==> src/rtl/uart_cfg_rx_if.sv <==
// Serial input and committed-parameter outputs of the UART configuration receiver.
// The slave modport is the receiver; the master modport is the host side that drives the line.
interface uart_cfg_rx_if #(
    parameter int unsigned PAR_NUM = 5,
    parameter int unsigned PAR_W   = 8
);
    logic                     uart_data;
    logic [PAR_NUM*PAR_W-1:0] par_out;
    logic                     upd_stb;
    logic                     busy;
    logic                     frame_err;
    logic                     chk_err;

    modport master (
        output uart_data,
        input  par_out,
        input  upd_stb,
        input  busy,
        input  frame_err,
        input  chk_err
    );

    modport slave (
        input  uart_data,
        output par_out,
        output upd_stb,
        output busy,
        output frame_err,
        output chk_err
    );
endinterface

==> src/rtl/uart_cfg_rx.sv <==
// UART configuration receiver: deserialises a packet of PAR_NUM parameters (MSB byte first),
// optionally checks a trailing XOR checksum and commits all parameters at once.
module uart_cfg_rx #(
    parameter int unsigned CLK_DIV      = 16,
    parameter int unsigned PAR_NUM      = 5,
    parameter int unsigned PAR_W        = 8,
    parameter int unsigned CHECKSUM_EN  = 1,
    parameter int unsigned TIMEOUT_BITS = 24
) (
    input logic          clk,
    input logic          rst,
    uart_cfg_rx_if.slave bus
);
    localparam int unsigned HALF   = CLK_DIV / 2;
    localparam int unsigned CW     = $clog2(CLK_DIV);
    localparam int unsigned PW     = PAR_NUM * PAR_W;
    localparam int unsigned NBYTES = PW / 8;
    localparam int unsigned TOTAL  = NBYTES + ((CHECKSUM_EN != 0) ? 1 : 0);
    localparam int unsigned BCW    = $clog2(TOTAL + 1);
    localparam int unsigned TO_CYC = TIMEOUT_BITS * CLK_DIV;
    localparam int unsigned TOW    = $clog2(TO_CYC + 1);

    typedef enum logic [2:0] {StIdle, StStart, StData, StStop, StRecover} bit_st_e;

    // Bit-level state
    logic [1:0]    sync_q;
    logic          rx_prev_q;
    bit_st_e       st_q, st_d;
    logic [CW-1:0] cnt_q, cnt_d;
    logic [2:0]    bit_q, bit_d;
    logic [7:0]    shift_q, shift_d;
    logic          rx, fall;
    logic          start_ok, byte_ok, stop_bad;

    // Packet-level state
    logic [BCW-1:0] byte_cnt_q, byte_cnt_d;
    logic [PW-1:0]  shadow_q, shadow_d;
    logic [PW-1:0]  par_q, par_d;
    logic [7:0]     chk_q, chk_d;
    logic [TOW-1:0] to_q, to_d;
    logic           busy_q, busy_d;
    logic           upd_q, upd_d;
    logic           ferr_q, ferr_d;
    logic           cerr_q, cerr_d;
    logic           last_byte;

    assign rx        = sync_q[1];
    assign fall      = rx_prev_q & ~rx;
    assign last_byte = (byte_cnt_q == BCW'(TOTAL - 1));

    // Synchroniser, edge history and bit FSM registers; line resets to idle-high
    always_ff @(posedge clk) begin
        if (rst) begin
            sync_q    <= 2'b11;
            rx_prev_q <= 1'b1;
            st_q      <= StIdle;
            cnt_q     <= '0;
            bit_q     <= '0;
            shift_q   <= '0;
        end else begin
            sync_q    <= {sync_q[0], bus.uart_data};
            rx_prev_q <= rx;
            st_q      <= st_d;
            cnt_q     <= cnt_d;
            bit_q     <= bit_d;
            shift_q   <= shift_d;
        end
    end

    // Bit FSM: mid-bit sampling of start, 8 data bits (MSB first) and stop
    always_comb begin
        st_d     = st_q;
        cnt_d    = cnt_q + 1'b1;
        bit_d    = bit_q;
        shift_d  = shift_q;
        start_ok = 1'b0;
        byte_ok  = 1'b0;
        stop_bad = 1'b0;
        unique case (st_q)
            StIdle: begin
                cnt_d = '0;
                if (fall) st_d = StStart;
            end
            StStart: begin
                if (cnt_q == CW'(HALF - 1)) begin
                    cnt_d = '0;
                    if (rx) begin
                        st_d = StIdle;  // glitch
                    end else begin
                        st_d     = StData;
                        bit_d    = '0;
                        start_ok = 1'b1;
                    end
                end
            end
            StData: begin
                if (cnt_q == CW'(CLK_DIV - 1)) begin
                    cnt_d   = '0;
                    shift_d = {shift_q[6:0], rx};
                    bit_d   = bit_q + 3'd1;
                    if (bit_q == 3'd7) st_d = StStop;
                end
            end
            StStop: begin
                if (cnt_q == CW'(CLK_DIV - 1)) begin
                    cnt_d = '0;
                    if (rx) begin
                        byte_ok = 1'b1;
                        st_d    = StIdle;
                    end else begin
                        stop_bad = 1'b1;
                        st_d     = StRecover;
                    end
                end
            end
            StRecover: begin
                // Wait for one full bit time of continuous high before hunting again
                if (!rx) begin
                    cnt_d = '0;
                end else if (cnt_q == CW'(CLK_DIV - 1)) begin
                    cnt_d = '0;
                    st_d  = StIdle;
                end
            end
            default: st_d = StIdle;
        endcase
    end

    // Packet registers
    always_ff @(posedge clk) begin
        if (rst) begin
            byte_cnt_q <= '0;
            shadow_q   <= '0;
            par_q      <= '0;
            chk_q      <= '0;
            to_q       <= '0;
            busy_q     <= 1'b0;
            upd_q      <= 1'b0;
            ferr_q     <= 1'b0;
            cerr_q     <= 1'b0;
        end else begin
            byte_cnt_q <= byte_cnt_d;
            shadow_q   <= shadow_d;
            par_q      <= par_d;
            chk_q      <= chk_d;
            to_q       <= to_d;
            busy_q     <= busy_d;
            upd_q      <= upd_d;
            ferr_q     <= ferr_d;
            cerr_q     <= cerr_d;
        end
    end

    // Packet assembly, checksum, timeout and atomic commit
    always_comb begin
        byte_cnt_d = byte_cnt_q;
        shadow_d   = shadow_q;
        par_d      = par_q;
        chk_d      = chk_q;
        to_d       = busy_q ? to_q + 1'b1 : '0;
        busy_d     = busy_q;
        upd_d      = 1'b0;
        ferr_d     = ferr_q;
        cerr_d     = cerr_q;

        if (start_ok) begin
            busy_d = 1'b1;
            to_d   = '0;
        end else if (busy_q && to_q == TOW'(TO_CYC - 1)) begin
            // Silent abort of a stalled packet
            busy_d     = 1'b0;
            byte_cnt_d = '0;
            chk_d      = '0;
            to_d       = '0;
        end

        if (stop_bad) begin
            ferr_d     = 1'b1;
            busy_d     = 1'b0;
            byte_cnt_d = '0;
            chk_d      = '0;
            to_d       = '0;
        end else if (byte_ok) begin
            to_d = '0;
            if (byte_cnt_q < BCW'(NBYTES)) begin
                shadow_d = (shadow_q << 8) | PW'(shift_q);
                chk_d    = chk_q ^ shift_q;
            end
            if (last_byte) begin
                byte_cnt_d = '0;
                busy_d     = 1'b0;
                chk_d      = '0;
                if (CHECKSUM_EN == 0 || shift_q == chk_q) begin
                    // Without a checksum byte the final payload byte is still in flight
                    par_d  = (CHECKSUM_EN != 0) ? shadow_q : shadow_d;
                    upd_d  = 1'b1;
                    ferr_d = 1'b0;
                    cerr_d = 1'b0;
                end else begin
                    cerr_d = 1'b1;
                end
            end else begin
                byte_cnt_d = byte_cnt_q + 1'b1;
            end
        end
    end

    assign bus.par_out   = par_q;
    assign bus.upd_stb   = upd_q;
    assign bus.busy      = busy_q;
    assign bus.frame_err = ferr_q;
    assign bus.chk_err   = cerr_q;
endmodule
==> src/flat_wrapper.sv <==
// flat-port wrapper written by rule: the top's interface ports become plain ports
module uart_cfg_rx_flat 
#(
    parameter int unsigned CLK_DIV      = 16,
    parameter int unsigned PAR_NUM      = 5,
    parameter int unsigned PAR_W        = 8,
    parameter int unsigned CHECKSUM_EN  = 1,
    parameter int unsigned TIMEOUT_BITS = 24
)
  (clk, rst, bus_uart_data, bus_par_out, bus_upd_stb, bus_busy, bus_frame_err, bus_chk_err);
  uart_cfg_rx_if #(.PAR_NUM(PAR_NUM), .PAR_W(PAR_W)) bus_i ();
  input logic clk;
  input logic rst;
  input wire logic [$bits(bus_i.uart_data)-1:0] bus_uart_data;
  output wire logic [$bits(bus_i.par_out)-1:0] bus_par_out;
  output wire logic [$bits(bus_i.upd_stb)-1:0] bus_upd_stb;
  output wire logic [$bits(bus_i.busy)-1:0] bus_busy;
  output wire logic [$bits(bus_i.frame_err)-1:0] bus_frame_err;
  output wire logic [$bits(bus_i.chk_err)-1:0] bus_chk_err;
  assign bus_i.uart_data = bus_uart_data;
  assign bus_par_out = bus_i.par_out;
  assign bus_upd_stb = bus_i.upd_stb;
  assign bus_busy = bus_i.busy;
  assign bus_frame_err = bus_i.frame_err;
  assign bus_chk_err = bus_i.chk_err;
  uart_cfg_rx #(.CLK_DIV(CLK_DIV), .PAR_NUM(PAR_NUM), .PAR_W(PAR_W), .CHECKSUM_EN(CHECKSUM_EN), .TIMEOUT_BITS(TIMEOUT_BITS)) u_core (.clk(clk), .rst(rst), .bus(bus_i));
endmodule
==> config.mk <==
export PLATFORM = sky130hd
export DESIGN_NAME = uart_cfg_rx_flat
export DESIGN_NICKNAME = d
export VERILOG_FILES = /design/src/rtl/uart_cfg_rx_if.sv /design/src/rtl/uart_cfg_rx.sv /design/src/flat_wrapper.sv
export SDC_FILE = /design/constraint.sdc
export NUM_CORES = 1
export LEC_CHECK = 0
export BUFFER_PORTS_ARGS = -buffer_cell sky130_fd_sc_hd__buf_2
export CAP_MARGIN = 10
export CORE_MARGIN = 3
export CORE_UTILIZATION = 44
export CTS_BUF_LIST = sky130_fd_sc_hd__clkbuf_16
export DETAILED_ROUTE_END_ITERATION = 8
export PLACE_DENSITY = 0.59
export SLEW_MARGIN = 20
export SYNTH_ARGS = -nofsm -noshare
export SYNTH_HDL_FRONTEND = slang
export SYNTH_SLANG_ARGS = --single-unit
==> constraint.sdc <==
create_clock -name clk -period 1.9 [get_ports clk]
set_input_delay 0.285 -clock clk [delete_from_list [all_inputs] [get_ports clk]]
set_output_delay 0.285 -clock clk [all_outputs]
set_load 0.005 [all_outputs]
==> results_dict.tcl <==
set metrics [dict create \
    crit_path_start_kind "flop" \
    routedWlPerCell_um 13.99 \
    antenna_found_initial 0 \
    min_path_cells 2 \
    num_vias 4094 \
    chipWidth_um 115.3 \
    post-route-drc-count 0 \
    port_buffers 46 \
    areaGrowthSynthToFinish_pct 21.21 \
    ctsHoldBuffers 0 \
    avgSynthCellArea_sq_um 8.907 \
    diodes 0 \
    pre_cts_ws_ns 0.01393 \
    ys_ff_latch 125 \
    row_count 39 \
    worstSetupPathType "flop to flop" \
    antenna_left 0 \
    clock.fmax_mhz 556.3 \
    num_io_pins 47 \
    nets 654 \
    reg2reg_slack_ns 0.10 \
    hold_viol 0 \
    htreeDepth 4 \
    max-vdd-ir-drop_mv 0.4327 \
    max_slew_margin_pct 69.90 \
    dr.pass1.iters 4 \
    fin_ws_ns 0.1023 \
    hpwl_mm 7.188 \
    finalSetupViolCount 0 \
    utilization_pct 55.08 \
    tightest_slew_ns 0.4514 \
    synth.distinct_cells 44 \
    reg2regPathDepth 7 \
    hp-class "primary input to flop" \
    synthTopCellsByArea "dfxtp_1 48%, nand2b_1 9.8%, mux2i_1 7.8%, nand2_1 7.8%, a21oi_1 5.3%" \
    fin_setup_tns_ns 0 \
    skew_ns 0.007424 \
    vias_per_cell 5.118 \
    dieArea_sq_um 13290 \
    end_kind "flop" \
    cts_tree "done" \
    cts-root-buf "clkbuf_16" \
    max_cap_viol_count 0 \
    grt_max_degree 73 \
    grt_pass1_wl_mm 18.80 \
    path_max_fanout 11 \
    drv_slew 0 \
    die_height_um 115.3 \
    initialDrtViolationCount 210 \
    gr-total-overflow 0 \
    drive_gt1_share_pct 17.35 \
    initial_core_util_pct 45.44 \
    powerDensity_nw_per_um2 910.8 \
    ys_warn_count 0 \
    finalCriticalPeriod_ns 1.798 \
    async_flop_share_pct 0 \
    netlist_area_sq_um 5255 \
    holdCritStartpoint "bus_uart_data" \
    grt_pass1_vias 3863 \
    post-route-period-util_pct 94.62 \
    numCtsBuffers 17 \
    synth_ff_type "dfxtp_1" \
    place.gp.congestion 0.8195 \
    clkTransAtPathRegs_ns 0.05 \
    synth_top_area_share_pct 47.62 \
    grtUsageTotal_pct 17.80 \
    yosysTopAreaCell "dfxtp_1" \
    holdPathEnd "u_core.sync_q[0]$_SDFF_PP1_" \
    wl_mm 11.19 \
    reg2reg_from "u_core.cnt_q[0]$_SDFF_PP0_" \
    arrival_ns 2.13 \
    cts_sinks 125 \
    p_total_mw 5.802 \
    leakagePower_nw 2.247 \
    status "complete, no violations" \
    required_ns 2.23 \
    cts.path.max_buffers 2 \
    syn_inst 590 \
    worstReg2RegEnd "u_core.bus.par_out[12]$_SDFFE_PP0P_" \
    core_sq_um 11560 \
    clkLatencyLatePin_ns 0.41 \
    synth_edf_count 0 \
    synth_fp_nets 597 \
    synth_seq_area_share_pct 47.62 \
]
[worst max-delay path: stages (launching register included)]
cell	delay (ns)
dfxtp_1	0.35
ha_1	0.22
nand4_1	0.17
nor3_2	0.18
nor3b_4	0.25
buf_4	0.16
buf_6	0.17
mux2i_2	0.22
[cell usage in the layout, fill, tap and decap left out, types with 2 or more instances in the layout]
cell          n
buf_2        45
o41ai_1       2
xor2_1        7
or2_2         3
a311oi_1      3
nor3_1        5
inv_1         6
dfxtp_1     125
nand3_1       9
nand3b_1     18
a31oi_1       8
nand2_1     109
clkinv_1      4
bufinv_16     3
clkinvlp_4    2
o211ai_1      9
nor2b_1       4
or3_1         4
nand4_1       5
buf_12        4
nand2b_1     82
ha_1          4
buf_4        28
xnor2_1      10
nor2_1       16
a21oi_1      56
nor3b_1       3
mux2i_1      40
clkbuf_16    18
[per-layer routing]
layer / up-vias / track usage, % / routed length (um)
met5: - / 0 / 0
met4: 0 / 6.808 / 113
met3: 10 / 4.632 / 374
met2: 60 / 26.70 / 5160
met1: 1917 / 24.57 / 5545
li1: 2107 / - / -
[cells by family after synthesis]
group	after synthesis	synth area share [%]
adder cells (fa/ha/maj)	4	0.9524
multiplexers	42	8.024
buffers and inverters	45	4.119
flip-flops	125	47.62
XOR/XNOR	17	2.833
AO/OA/AOI/OAI	86	9.500
AND/OR/NAND/NOR	271	26.95
[repair_timing]
item                       CTS  global route
resized for setup            1             6
pin swaps                    0             1
setup endpoints to repair   13            34
gates cloned                 0             1
buffers inserted             0             3
hold endpoints to repair     0             0
[layout make-up]
cell class,count,area (sq um)
fill,1063,5195
sequential,125,2502
clock inverter,12,132.6
inverter,4,15.01
clock buffer,17,425.4
timing repair buffer,79,551.8
multi-input combinational,420,2564
tap,143,178.9
[stage by stage]
stage	hold WS, ns	area, sq um	instances
final	0.06522	6370	800
after global placement	0.4060	5741	767
after CTS	0.04708	6304	796
after detailed placement	0.4050	5741	767
after floorplan	0.3888	5255	590
after global routing	0.05753	6370	800
[worst max path at each step]
stage,startpoint,to,slack (ns),cells after the start
2_1_floorplan,u_core.to_q[0]$_SDFF_PP0_,u_core.chk_q[0]$_SDFF_PP0_,0.17,6
3_3_place_gp,u_core.cnt_q[0]$_SDFF_PP0_,u_core.bus.par_out[12]$_SDFFE_PP0P_,0.03,6
3_5_place_dp,u_core.cnt_q[0]$_SDFF_PP0_,u_core.bus.par_out[1]$_SDFFE_PP0P_,0.01,6
4_1_cts,u_core.to_q[0]$_SDFF_PP0_,u_core.byte_cnt_q[1]$_SDFFE_PP0P_,0.02,6
5_1_grt,u_core.cnt_q[0]$_SDFF_PP0_,u_core.bus.par_out[12]$_SDFFE_PP0P_,-0.02,7
6_report,u_core.cnt_q[0]$_SDFF_PP0_,u_core.bus.par_out[12]$_SDFFE_PP0P_,0.10,7
[synthesized netlist by cell type (all sizes together), types with 2 or more instances]
master,instances
or2,3
nand2b,82
nor3b,4
mux2i,41
ha,4
dfxtp,125
nand3,9
inv,4
nand4,5
clkbuf,25
o211ai,9
or3,4
nand3b,18
xnor2,10
nor2b,4
buf,16
o21ai,2
nor3,6
xor2,7
nand2,109
nor2,16
nor4,2
a21oi,56
o41ai,2
a31oi,8
a311oi,3
and3,2
[sequential cells by signal (all words and copies together), names as in the netlist, 2 cells and up]
register            cells
u_core.shift_q          8
u_core.bus.par_out     40
u_core.byte_cnt_q       3
u_core.bit_q            3
u_core.to_q             9
u_core.chk_q            8
u_core.shadow_q        40
u_core.st_q             3
u_core.sync_q           2
u_core.cnt_q            4
[power by group]
group | leakage, nW | switching (mW) | internal [mW]
sequential | 1.01 | 0.00305 | 2.63
clock | 0.273 | 1.07 | 2.00
combinational | 0.967 | 0.0525 | 0.0436
total | 2.25 | 1.13 | 4.68
Power figures use the tool's default switching activity.
